## config.mk

```make
export PLATFORM = sky130hd
export DESIGN_NAME = rand_range
export DESIGN_NICKNAME = d
export VERILOG_FILES = /design/src/rtl/rand_range.sv
export SDC_FILE = /design/constraint.sdc
export NUM_CORES = 1
export LEC_CHECK = 0
export CAP_MARGIN = 20
export CORE_AREA = 3 3 57 59
export CTS_CLUSTER_SIZE = 25
export DETAILED_ROUTE_END_ITERATION = 8
export DIE_AREA = 0 0 60 62
export DONT_BUFFER_PORTS = 1
export PLACE_DENSITY = 0.79
export SETUP_SLACK_MARGIN = 0.05
export SLEW_MARGIN = 20
export SYNTH_ARGS = -nofsm -noshare
export SYNTH_HDL_FRONTEND = slang
export SYNTH_SLANG_ARGS = --single-unit
export TNS_END_PERCENT = 10
```

## constraint.sdc

```tcl
create_clock -name clk -period 9.1 [get_ports clk]
set_clock_uncertainty 0.05 [all_clocks]
set_input_delay 2.73 -clock clk [delete_from_list [all_inputs] [get_ports clk]]
set_output_delay 2.73 -clock clk [all_outputs]
set_load 0.1 [all_outputs]
```

## src/rtl/rand_range.sv

```systemverilog
// rand_range: turns a free-running 8-bit random byte stream into a uniformly
// distributed value in [0, limit-1] on request. Uses mask-and-reject sampling:
// the byte is masked down to the smallest all-ones pattern covering limit-1,
// and out-of-range candidates are retried. After MAX_TRIES rejections a
// deterministic fallback (cand - limit) is delivered instead.
//
// Optional build macro: RAND_RANGE_NO_REPEAT_EN
//   When defined, the last delivered value is remembered. A candidate equal
//   to it is rejected (for limits of 2 or more), and a fallback equal to it is
//   bumped to the next value modulo limit. The result is that two consecutive
//   results never repeat.
//
// Ports:
//   clk    - system clock, all state updates on posedge
//   reset  - synchronous, active-high reset
//   rnd_in - random byte from the generator, a new value every clock
//   req    - request pulse, only sampled while idle
//   limit  - exclusive upper bound, sampled with req (0 means 256)
//   value  - drawn value, valid only while valid=1, held until next result
//   valid  - one-cycle pulse, result available
//   busy   - high while a draw is in progress
module rand_range #(
  parameter int MAX_TRIES = 8
) (
  input  logic       clk,
  input  logic       reset,
  input  logic [7:0] rnd_in,
  input  logic       req,
  input  logic [7:0] limit,
  output logic [7:0] value,
  output logic       valid,
  output logic       busy
);

  localparam int TW = $clog2(MAX_TRIES + 1);

  typedef enum logic {IDLE, DRAW} state_t;

  state_t        state, state_next;
  logic [7:0]    lim, lim_next;
  logic [7:0]    mask, mask_next;
  logic [TW-1:0] tries, tries_next;
  logic [7:0]    value_next;
  logic          valid_next;

  logic [8:0]    lim_ext;
  logic [7:0]    cand;
  logic [TW-1:0] tries_inc;
  logic          reject;
  logic          last_try;
  logic [7:0]    fb_val;

  // Smallest 2^k-1 >= l-1. Limit 0 wraps to 0xFF, limit 1 yields 0.
  function automatic logic [7:0] mask_for(input logic [7:0] l);
    logic [7:0] m;
    m = l - 8'd1;
    m = m | (m >> 1);
    m = m | (m >> 2);
    m = m | (m >> 4);
    return m;
  endfunction

  // Out-of-range candidates fold back by one limit; since mask < 2*lim the
  // result is in range. A candidate that is already in range (only possible
  // when it was rejected as a repeat) is returned unchanged.
  function automatic logic [7:0] fold(input logic [7:0] c, input logic [8:0] le);
    logic [8:0] c9;
    c9 = {1'b0, c};
    if (c9 >= le) return 8'(c9 - le);
    return c;
  endfunction

`ifdef RAND_RANGE_NO_REPEAT_EN
  logic [7:0] prev, prev_next;

  // Step a fallback that matches the previous result to the next value,
  // wrapping at the limit.
  function automatic logic [7:0] avoid_repeat(input logic [7:0] r,
                                              input logic [7:0] p,
                                              input logic [8:0] le);
    if (le < 9'd2 || r != p) return r;
    if ({1'b0, r} + 9'd1 == le) return 8'd0;
    return r + 8'd1;
  endfunction
`endif

  assign lim_ext   = (lim == 8'd0) ? 9'd256 : {1'b0, lim};
  assign cand      = rnd_in & mask;
  assign tries_inc = tries + 1'b1;
  assign last_try  = (tries_inc == TW'(MAX_TRIES));
  assign busy      = (state == DRAW);

`ifdef RAND_RANGE_NO_REPEAT_EN
  assign reject = ({1'b0, cand} >= lim_ext) ||
                  ((lim_ext >= 9'd2) && (cand == prev));
  assign fb_val = avoid_repeat(fold(cand, lim_ext), prev, lim_ext);
`else
  assign reject = ({1'b0, cand} >= lim_ext);
  assign fb_val = fold(cand, lim_ext);
`endif

  always_comb begin
    state_next = state;
    lim_next   = lim;
    mask_next  = mask;
    tries_next = tries;
    value_next = value;
    valid_next = 1'b0;
`ifdef RAND_RANGE_NO_REPEAT_EN
    prev_next  = prev;
`endif
    case (state)
      IDLE: begin
        if (req) begin
          lim_next   = limit;
          mask_next  = mask_for(limit);
          tries_next = '0;
          state_next = DRAW;
        end
      end
      DRAW: begin
        tries_next = tries_inc;
        if (!reject) begin
          value_next = cand;
          valid_next = 1'b1;
          state_next = IDLE;
`ifdef RAND_RANGE_NO_REPEAT_EN
          prev_next  = cand;
`endif
        end else if (last_try) begin
          value_next = fb_val;
          valid_next = 1'b1;
          state_next = IDLE;
`ifdef RAND_RANGE_NO_REPEAT_EN
          prev_next  = fb_val;
`endif
        end
      end
      default: state_next = IDLE;
    endcase
  end

  // Latched limit and mask are data only; they are rewritten on every request.
  always_ff @(posedge clk) begin
    lim  <= lim_next;
    mask <= mask_next;
    if (reset) begin
      state <= IDLE;
      value <= 8'd0;
      valid <= 1'b0;
      tries <= '0;
`ifdef RAND_RANGE_NO_REPEAT_EN
      prev  <= 8'd0;
`endif
    end else begin
      state <= state_next;
      value <= value_next;
      valid <= valid_next;
      tries <= tries_next;
`ifdef RAND_RANGE_NO_REPEAT_EN
      prev  <= prev_next;
`endif
    end
  end

endmodule

```

==> impl_metrics.ini <==
[power_and_ir_drop]
leakage_nw = 0.759
p_int_mw = 0.237
p_seq_frac = 0.538
pwr-share-clk = 0.278
switching_power_mw = 0.133
vdd_drop_max_mv = 0.161
total_power_mw = 0.370
cellPowerDensity_nw_per_um2 = 193
p_comb_frac = 0.185
swShare = 0.359

[placement]
dp_hpwl_mm = 2.86
dp.cells = 220
port-buffer-count = 0
gp_congestion = 0.852

[cts]
clkSinkCount = 30
ctsHoldBuffers = 0
root_buffer = clkbuf_4
clk_latency_ns = 0.33
cts_resized = 0
cts.path.max_buffers = 2
htreeDepth = 2
cts_tree = done
cts_buffers = 5
postCtsSetupBuffers = 0
clk_pin_slew_worst_paths_ns = 0.09

[hold_path]
min-delay-start = tries[2]
hp-class = flop to flop

[synthesis]
synth_seq_area_share = 0.422
syn_avg_cell_area_um2 = 9.45
synthesis.nets = 222
syn_area_um2 = 1800
synth_top_area_cell = edfxtp_1
synth-edff-count = 16
synth_flop_cell = edfxtp_1
async_flop_share = 0
ys_ff_latch = 30
synth_top_area_share = 0.266
synthCells = 191
yosysWarningCount = 0
yosysMostFrequentCell = inv_1
synth_common_cells = inv_1, nand2_1, edfxtp_1
synth_area_leaders = edfxtp_1, dfxtp_1, ha_1, inv_1, nand2_1
synth_cell_type_count = 48

[worst_setup_path]
crit_start = rnd_in[2]
critPathMaxStageDelay_ns = 0.74
r2r_end = value[7]
startpoint_type = input port
critPathCapture = value[7]
arrival_ns = 5.02
cp.required_ns = 9.29
crit_fanout = 14
rrSetupSlack_ns = 6.30
r2r-start = mask[2]
critical_path.slowest_cell = o221ai_1
crit_path_end_kind = flop
cp_cell_sequence = and2_1 -> ha_1 -> and3_1 -> o31a_1 -> o221ai_1 -> nand2_1 -> o32ai_1
worstRegToRegCells = 7
criticalPathCategory = input port to flop

[floorplanning]
die_h_um = 62
initial_utilization = 0.654
ios = 29
dieArea_um2 = 3720
die_w_um = 60
num_rows = 19
core-area_um2 = 2760

[sta]
whs_ns = 0.483
fmax_ghz = 0.207
slew_headroom = 0.349
rsz0062_at_grt = no
hold_viol_final = 0
setup_viol = 0
timing.setup.tns_ns = 0
tightest_slew_ns = 0.975
period_share = 0.530
slew_violations = 0
layout_min_cycle_time_ns = 4.83

[global_routing]
grt_antenna_before_repair = 0
grt_pass1_vias = 1427
grt_max_degree = 17
grt-ovfl-total = 0
track_usage = 0.225
grt_pass1_wl_mm = 6.16

[detailed_routing]
dr.first_iter.drc_count = 93
avgViaCountPerCell = 6.31
drcViolationCount = 0
ant_nets = 0
routed_wl_mm = 3.50
highest_layer = met4
met1_length_mm = 1.44
vias = 1438
routedWlPerCell_um = 15.3
wl_met2_mm = 1.72
firstDrtPassIters = 5
met3_length_um = 272

[status]
status = finished clean

[layout]
area_growth_pct = 6.38
nets = 227
fillers = 229
drive_above_1_share = 0.0964
instances_no_fill = 228
num_antenna_cells = 0

[flow_run]
drv_cap = 0
==> critical path: cells and delay by family <==
family | cells | cell delay [ns]
adder cells (fa/ha/maj) | 1 | 0.38
AO/OA/AOI/OAI | 3 | 1.34
AND/OR/NAND/NOR | 3 | 0.57
==> registers in the layout (all words and copies together) (netlist names) <==
signal  flops
lim         8
mask        8
value       8
tries       4
busy        1
valid       1
==> metal layers <==
layer  track usage  vias up
li1              -      709
met1         0.260      668
met2         0.383       52
met3        0.0888        9
met4        0.0759        0
met5             0        -
==> placed cells by master (no fill, tap or decap), drive strengths merged, types with 3 or more instances in the layout <==
master	count
a21o	3
nor3	7
nor3b	4
ha	11
inv	20
clkbuf	5
and2	6
nand2	17
xor2	4
mux2i	5
dfxtp	14
nor2	13
a31oi	4
a21oi	10
or3	4
edfxtp	16
o21ai	10
==> worst min path at each step <==
stage,to,slack [ns],cells after the start
after global routing,tries[2],0.53,2
final,tries[2],0.48,2
after floorplan,tries[2],0.42,2
after global placement,tries[2],0.44,2
after CTS,tries[2],0.48,2
after detailed placement,tries[2],0.47,2
==> cells by family (layout without fill, tap and decap cells) <==
family / Yosys count / in the layout / share of synthesized area
XOR/XNOR: 6 / 6 / 0.0291
buffers and inverters: 24 / 30 / 0.0506
AND/OR/NAND/NOR: 66 / 66 / 0.194
adder cells (fa/ha/maj): 12 / 12 / 0.0874
AO/OA/AOI/OAI: 47 / 47 / 0.183
multiplexers: 6 / 6 / 0.0340
flip-flops: 30 / 30 / 0.422
==> per-stage QoR <==
stage	util	worst slack [ns]	area (um^2)
2_1_floorplan	-	4.31	1800
5_1_grt	0.696	4.03	1920
3_5_place_dp	0.668	3.94	1840
6_report	0.696	4.27	1920
4_1_cts	0.696	4.30	1920
3_3_place_gp	0.668	4.08	1840
==> power groups by stage <==
stage / Sequential, mW / Combinational [mW] / Clock, mW
CTS: 0.199 / 0.0683 / 0.104
detailed placement: 0.202 / 0.0679 / 0
finish: 0.199 / 0.0684 / 0.103
global placement: 0.202 / 0.0666 / 0
floorplan: 0.203 / 0.0531 / 0
global route: 0.201 / 0.0773 / 0.113
==> area by class of cell <==
class / instances / area [um^2] / area share
Clock buffer: 5 / 37.5 / 0.0196
Inverter: 20 / 75.1 / 0.0391
Tap cell: 31 / 38.8 / 0.0202
Multi-Input combinational cell: 137 / 952 / 0.496
Clock inverter: 3 / 40.0 / 0.0209
Timing Repair Buffer: 2 / 15.0 / 0.00782
Sequential cell: 30 / 761 / 0.396
No activity file was read; power rests on OpenSTA's default activity.
